===== src/rtl/mem_port_arbiter.sv =====
`default_nettype none
// ============================================================================
// Module   : mem_port_arbiter
// Purpose  : Shares one variable-latency memory port between instruction fetch
//            and data access, freezing the pipeline until every access is done.
// Revision : 1.0
// ============================================================================
module mem_port_arbiter #(
   parameter int          TIMEOUT_CYCLES = 255,
   parameter logic [31:0] ERR_DATA       = 32'hDEAD_BEEF
) (
   input  logic        clk,
   input  logic        rst,
   input  logic        Instr_read,
   input  logic [31:0] PC_out,
   output logic [31:0] Instr_out,
   output logic        IM_STALL,
   input  logic        MEM_MemRead,
   input  logic [3:0]  MEM_MemWrite,
   input  logic [31:0] MEM_ALU_out,
   input  logic [31:0] data_in,
   output logic [31:0] data_out,
   output logic        DM_STALL,
   output logic        mem_req,
   output logic [3:0]  mem_web,
   output logic [31:0] mem_addr,
   output logic [31:0] mem_wdata,
   input  logic [31:0] mem_rdata,
   input  logic        mem_ack,
   output logic        bus_err
);

   localparam int CNT_W     = (TIMEOUT_CYCLES > 255) ? $clog2(TIMEOUT_CYCLES + 1) : 8;
   localparam int TO_LAST_I = (TIMEOUT_CYCLES > 0) ? TIMEOUT_CYCLES - 1 : 0;
   localparam logic [CNT_W-1:0] TO_LAST = CNT_W'(TO_LAST_I);
   localparam logic             TO_EN   = (TIMEOUT_CYCLES != 0);

   typedef enum logic [1:0] {
      ST_IDLE    = 2'd0,
      ST_DM_BUSY = 2'd1,
      ST_IF_BUSY = 2'd2,
      ST_RELEASE = 2'd3
   } state_t;

   state_t           state_q, state_d;
   logic [CNT_W-1:0] cnt_q, cnt_d;
   logic [31:0]      instr_q, instr_d;
   logic [31:0]      data_q, data_d;
   logic             err_q, err_d;

   logic             im_pend;
   logic             dm_pend;
   logic             to_fire;

   assign im_pend = Instr_read;
   assign dm_pend = MEM_MemRead | (MEM_MemWrite != 4'hF);
   // Timeout fires on the last allowed busy cycle; a coincident ack takes priority.
   assign to_fire = TO_EN && (cnt_q == TO_LAST) && !mem_ack;

   always_comb begin
      state_d = state_q;
      cnt_d   = cnt_q;
      instr_d = instr_q;
      data_d  = data_q;
      err_d   = err_q;
      case (state_q)
         ST_IDLE: begin
            cnt_d = '0;
            if (dm_pend)      state_d = ST_DM_BUSY;
            else if (im_pend) state_d = ST_IF_BUSY;
         end
         ST_DM_BUSY: begin
            if (mem_ack || to_fire) begin
               if (MEM_MemRead) data_d = mem_ack ? mem_rdata : ERR_DATA;
               if (!mem_ack)    err_d  = 1'b1;
               cnt_d   = '0;
               state_d = im_pend ? ST_IF_BUSY : ST_RELEASE;
            end else begin
               cnt_d = cnt_q + 1'b1;
            end
         end
         ST_IF_BUSY: begin
            if (mem_ack || to_fire) begin
               instr_d = mem_ack ? mem_rdata : ERR_DATA;
               if (!mem_ack) err_d = 1'b1;
               cnt_d   = '0;
               state_d = ST_RELEASE;
            end else begin
               cnt_d = cnt_q + 1'b1;
            end
         end
         default: state_d = ST_IDLE;
      endcase
   end

   always_ff @(posedge clk or posedge rst) begin
      if (rst) begin
         state_q <= ST_IDLE;
         cnt_q   <= '0;
         instr_q <= '0;
         data_q  <= '0;
         err_q   <= 1'b0;
      end else begin
         state_q <= state_d;
         cnt_q   <= cnt_d;
         instr_q <= instr_d;
         data_q  <= data_d;
         err_q   <= err_d;
      end
   end

   always_comb begin
      mem_req   = 1'b0;
      mem_web   = 4'hF;
      mem_addr  = '0;
      mem_wdata = '0;
      case (state_q)
         ST_DM_BUSY: begin
            mem_req   = 1'b1;
            mem_web   = MEM_MemWrite;
            mem_addr  = MEM_ALU_out;
            mem_wdata = data_in;
         end
         ST_IF_BUSY: begin
            mem_req  = 1'b1;
            mem_addr = PC_out;
         end
         default: ;
      endcase
   end

   // Both stalls fall only in RELEASE, giving one pipeline advance per transaction set.
   assign IM_STALL  = im_pend & (state_q != ST_RELEASE);
   assign DM_STALL  = dm_pend & (state_q != ST_RELEASE);
   assign Instr_out = instr_q;
   assign data_out  = data_q;
   assign bus_err   = err_q;

endmodule
`default_nettype wire


===== config.mk =====
export PLATFORM = sky130hd
export DESIGN_NAME = mem_port_arbiter
export DESIGN_NICKNAME = d
export VERILOG_FILES = /design/src/rtl/mem_port_arbiter.sv
export SDC_FILE = /design/constraint.sdc
export NUM_CORES = 1
export LEC_CHECK = 0
export ABC_AREA = 1
export BUFFER_PORTS_ARGS = -buffer_cell sky130_fd_sc_hd__buf_2
export CAP_MARGIN = 20
export CORE_MARGIN = 2
export CORE_UTILIZATION = 40
export CTS_BUF_LIST = sky130_fd_sc_hd__clkbuf_2
export CTS_CLUSTER_DIAMETER = 50
export DETAILED_ROUTE_END_ITERATION = 16
export PLACE_DENSITY = 0.77
export SYNTH_ARGS = -nofsm -noshare
export SYNTH_HDL_FRONTEND = slang
export SYNTH_SLANG_ARGS = --single-unit
export TNS_END_PERCENT = 5

===== constraint.sdc =====
create_clock -name clk -period 2.4 [get_ports clk]
set_input_delay 0.12 -clock clk [delete_from_list [all_inputs] [get_ports clk]]
set_output_delay 0.12 -clock clk [all_outputs]
set_load 0.005 [all_outputs]

==> results.yml <==
worst_hold_path:
  whs_endpoint: "state_q[1]$_DFFE_PP0P_"
  hold-path-cell-count: 6
  worstHoldPathType: "input port to register"
  hp-start: "MEM_MemRead"
logic_synthesis:
  synthCells: 514
  synth-simple-area-share: 0.247
  synth_xor_area_frac: 0.0107
  ys_types: 29
  synth_top_family_by_area: "simple AND/OR/NAND/NOR gates"
  synth-adder-area-share: 0.0214
  synth_ff_type: "dfrtp_1"
  synth-seq-cells: 75
  synth_mux_area_frac: 0
  synth_enable_flop_cells: 0
  synth_fp_nets: 658
  syn_area_per_cell_um2: 7.96
  synthesis.area_um2: 4090
  synth_warnings: 0
  synth_seq_area_share: 0.459
  async_flop_share: 1.00
  synth_compound_area_frac: 0.169
power_and_ir_drop:
  ir_drop_mv: 0.666
  power.density_nw_per_um2: 1080
  p_leak_uw: 0.00353
  p_total_uw: 6630
grt:
  track_usage: 0.247
  antenna_found_initial: 0
  grt_max_degree: 67
  grt_pass1_wl_um: 22000
  grt_pass1_vias: 4467
  grt_overflow: 0
clock_tree:
  clockBufferDepth: 2
  cts_buffers: 9
  clkTransAtPathRegs_ps: 230
  cts_tree: "built"
  clock-root-buffer: "clkbuf_2"
  cts.sinks: 75
  worstSkewPairLatency_ps: 520
  cts_max_level: 3
place:
  dp_hpwl_um: 10100
  port_buffers: 272
  gp_congestion: 0.973
  placed_cells: 899
  place_ws_ps: 515
critical_path:
  critPathCaptureType: "output pin"
  worstPathRequired_ps: 2280
  path_max_fanout: 33
  reg2reg_depth: 10
  r2r_end: "Instr_out[9]$_DFFE_PP0P_"
  worstSetupStartpointType: "register"
  reg2reg_from: "cnt_q[0]$_DFFE_PP0P_"
  cp.arrival_ps: 2150
  rrSetupSlack_ps: 400
  critical_path_class: "register to output pin"
layout:
  drive_gt1_frac: 0.443
  final_nets: 962
  syn2layout_area_growth_pct: 49.3
  final_common_cell: "buf_2"
  antenna_cells: 0
  layout.cells.non_filler: 956
  mostFrequentLayoutCells: "buf_2, nand2_1, dfrtp_1"
sta:
  clock_skew_ps: 37.8
  fmax_mhz: 441
  rsz0062_at_grt: "false"
  worst_slew_pin_slew_ps: 680
  final.period_utilization: 0.945
  maxSlewViolCount: 0
  slew_headroom: 0.547
  tns_ps: 0
  min_period_ps: 2270
  hold_ws_ps: 24.8
  setup_viol: 0
  setup_ws_ps: 131
  hold_viol_final: 0
detailed_routing:
  vias_per_cell: 4.80
  drtPass1Iterations: 7
  drc_errors: 0
  drt_iter0_drc: 375
  detail_route.wl_per_cell_um: 14.6
  routed_wl_um: 14000
  ant_nets: 0
  vias: 4592
die:
  rows: 36
  ioPinCount: 273
  die_y_um: 105
  dieArea_um2: 11100
  die-width_um: 105
  coreArea_um2: 9860
  start_util: 0.415
flow_run:
  maxCapViolations: 0
outcome:
  outcome: "completed"
==> per-stage QoR <==
| step | utilization | area (um2) |
|---|---|---|
| after CTS | 0.616 | 6080 |
| final | 0.619 | 6110 |
| after global placement | 0.559 | 5520 |
| after global routing | 0.619 | 6110 |
| after detailed placement | 0.559 | 5520 |
| after floorplan | - | 4090 |
==> worst max path at each step <==
stage | from | to | slack [ps]
global placement | cnt_q[0]$_DFFE_PP0P_ | data_out[10]$_DFFE_PP0P_ | 610
CTS | state_q[1]$_DFFE_PP0P_ | mem_web[3] | 70
floorplan | rst | Instr_out[0]$_DFFE_PP0P_ | 370
finish | state_q[1]$_DFFE_PP0P_ | mem_web[3] | 130
detailed placement | cnt_q[0]$_DFFE_PP0P_ | data_out[10]$_DFFE_PP0P_ | 510
global route | state_q[1]$_DFFE_PP0P_ | mem_web[3] | 5
==> area by class of cell <==
type | count | area (um2)
Clock buffer | 10 | 50.0
Fill cell | 836 | 3750
Timing Repair Buffer | 322 | 1880
Sequential cell | 75 | 1880
Inverter | 48 | 180
Clock inverter | 6 | 114
Multi-Input combinational cell | 362 | 1840
Tap cell | 133 | 166
==> routing by layer <==
metal | track usage | vias to the layer above | routed length [um]
li1 | - | 2212 | -
met1 | 0.308 | 2134 | 5550
met2 | 0.430 | 214 | 7190
met3 | 0.0374 | 32 | 823
met4 | 0.0981 | 0 | 405
met5 | 0 | - | 0
==> state kept, by name (all words and copies together), names as in the netlist <==
register   count
Instr_out     32
bus_err        1
cnt_q          8
data_out      32
state_q        2
==> kinds of logic after synthesis <==
family	after synthesis
compound gates	104
xor+xnor	5
fa+ha+maj	7
buf+inv	77
flops	75
simple gates	246
==> power breakdown <==
group	switching, uW	internal (uW)
Sequential	341	1820
Clock	451	454
Combinational	2020	1540
Total	2820	3810
==> worst max-delay path: stages, from the launching register on <==
cell and delay [ps]:
dfrtp_1 480, inv_1 100, ha_2 300, buf_12 220, inv_1 100, or2_2 290
buf_2 130
==> Yosys cell counts (6+ instances only) <==
| master | n | area share |
|---|---|---|
| nand2_1 | 181 | 0.17 |
| dfrtp_1 | 75 | 0.46 |
| inv_1 | 45 | 0.041 |
| o21ai_2 | 44 | 0.094 |
| nor2_1 | 37 | 0.034 |
| a21oi_1 | 35 | 0.043 |
| o21ai_1 | 19 | 0.023 |
| buf_6 | 11 | 0.030 |
| clkbuf_1 | 8 | 0.0073 |
| nand2_2 | 8 | 0.012 |
| nand3_1 | 8 | 0.0098 |
| ha_1 | 7 | 0.021 |
| buf_2 | 6 | 0.0073 |
==> what timing repair did <==
action | 4_1_cts | 5_1_grt
hold buffers | 40 | 0
setup endpoints to repair | 0 | 8
setup buffers | 0 | 0
resized for setup | 0 | 2
endpoints found under the hold margin | 140 | 0
(Power assumes the default switching activity.)
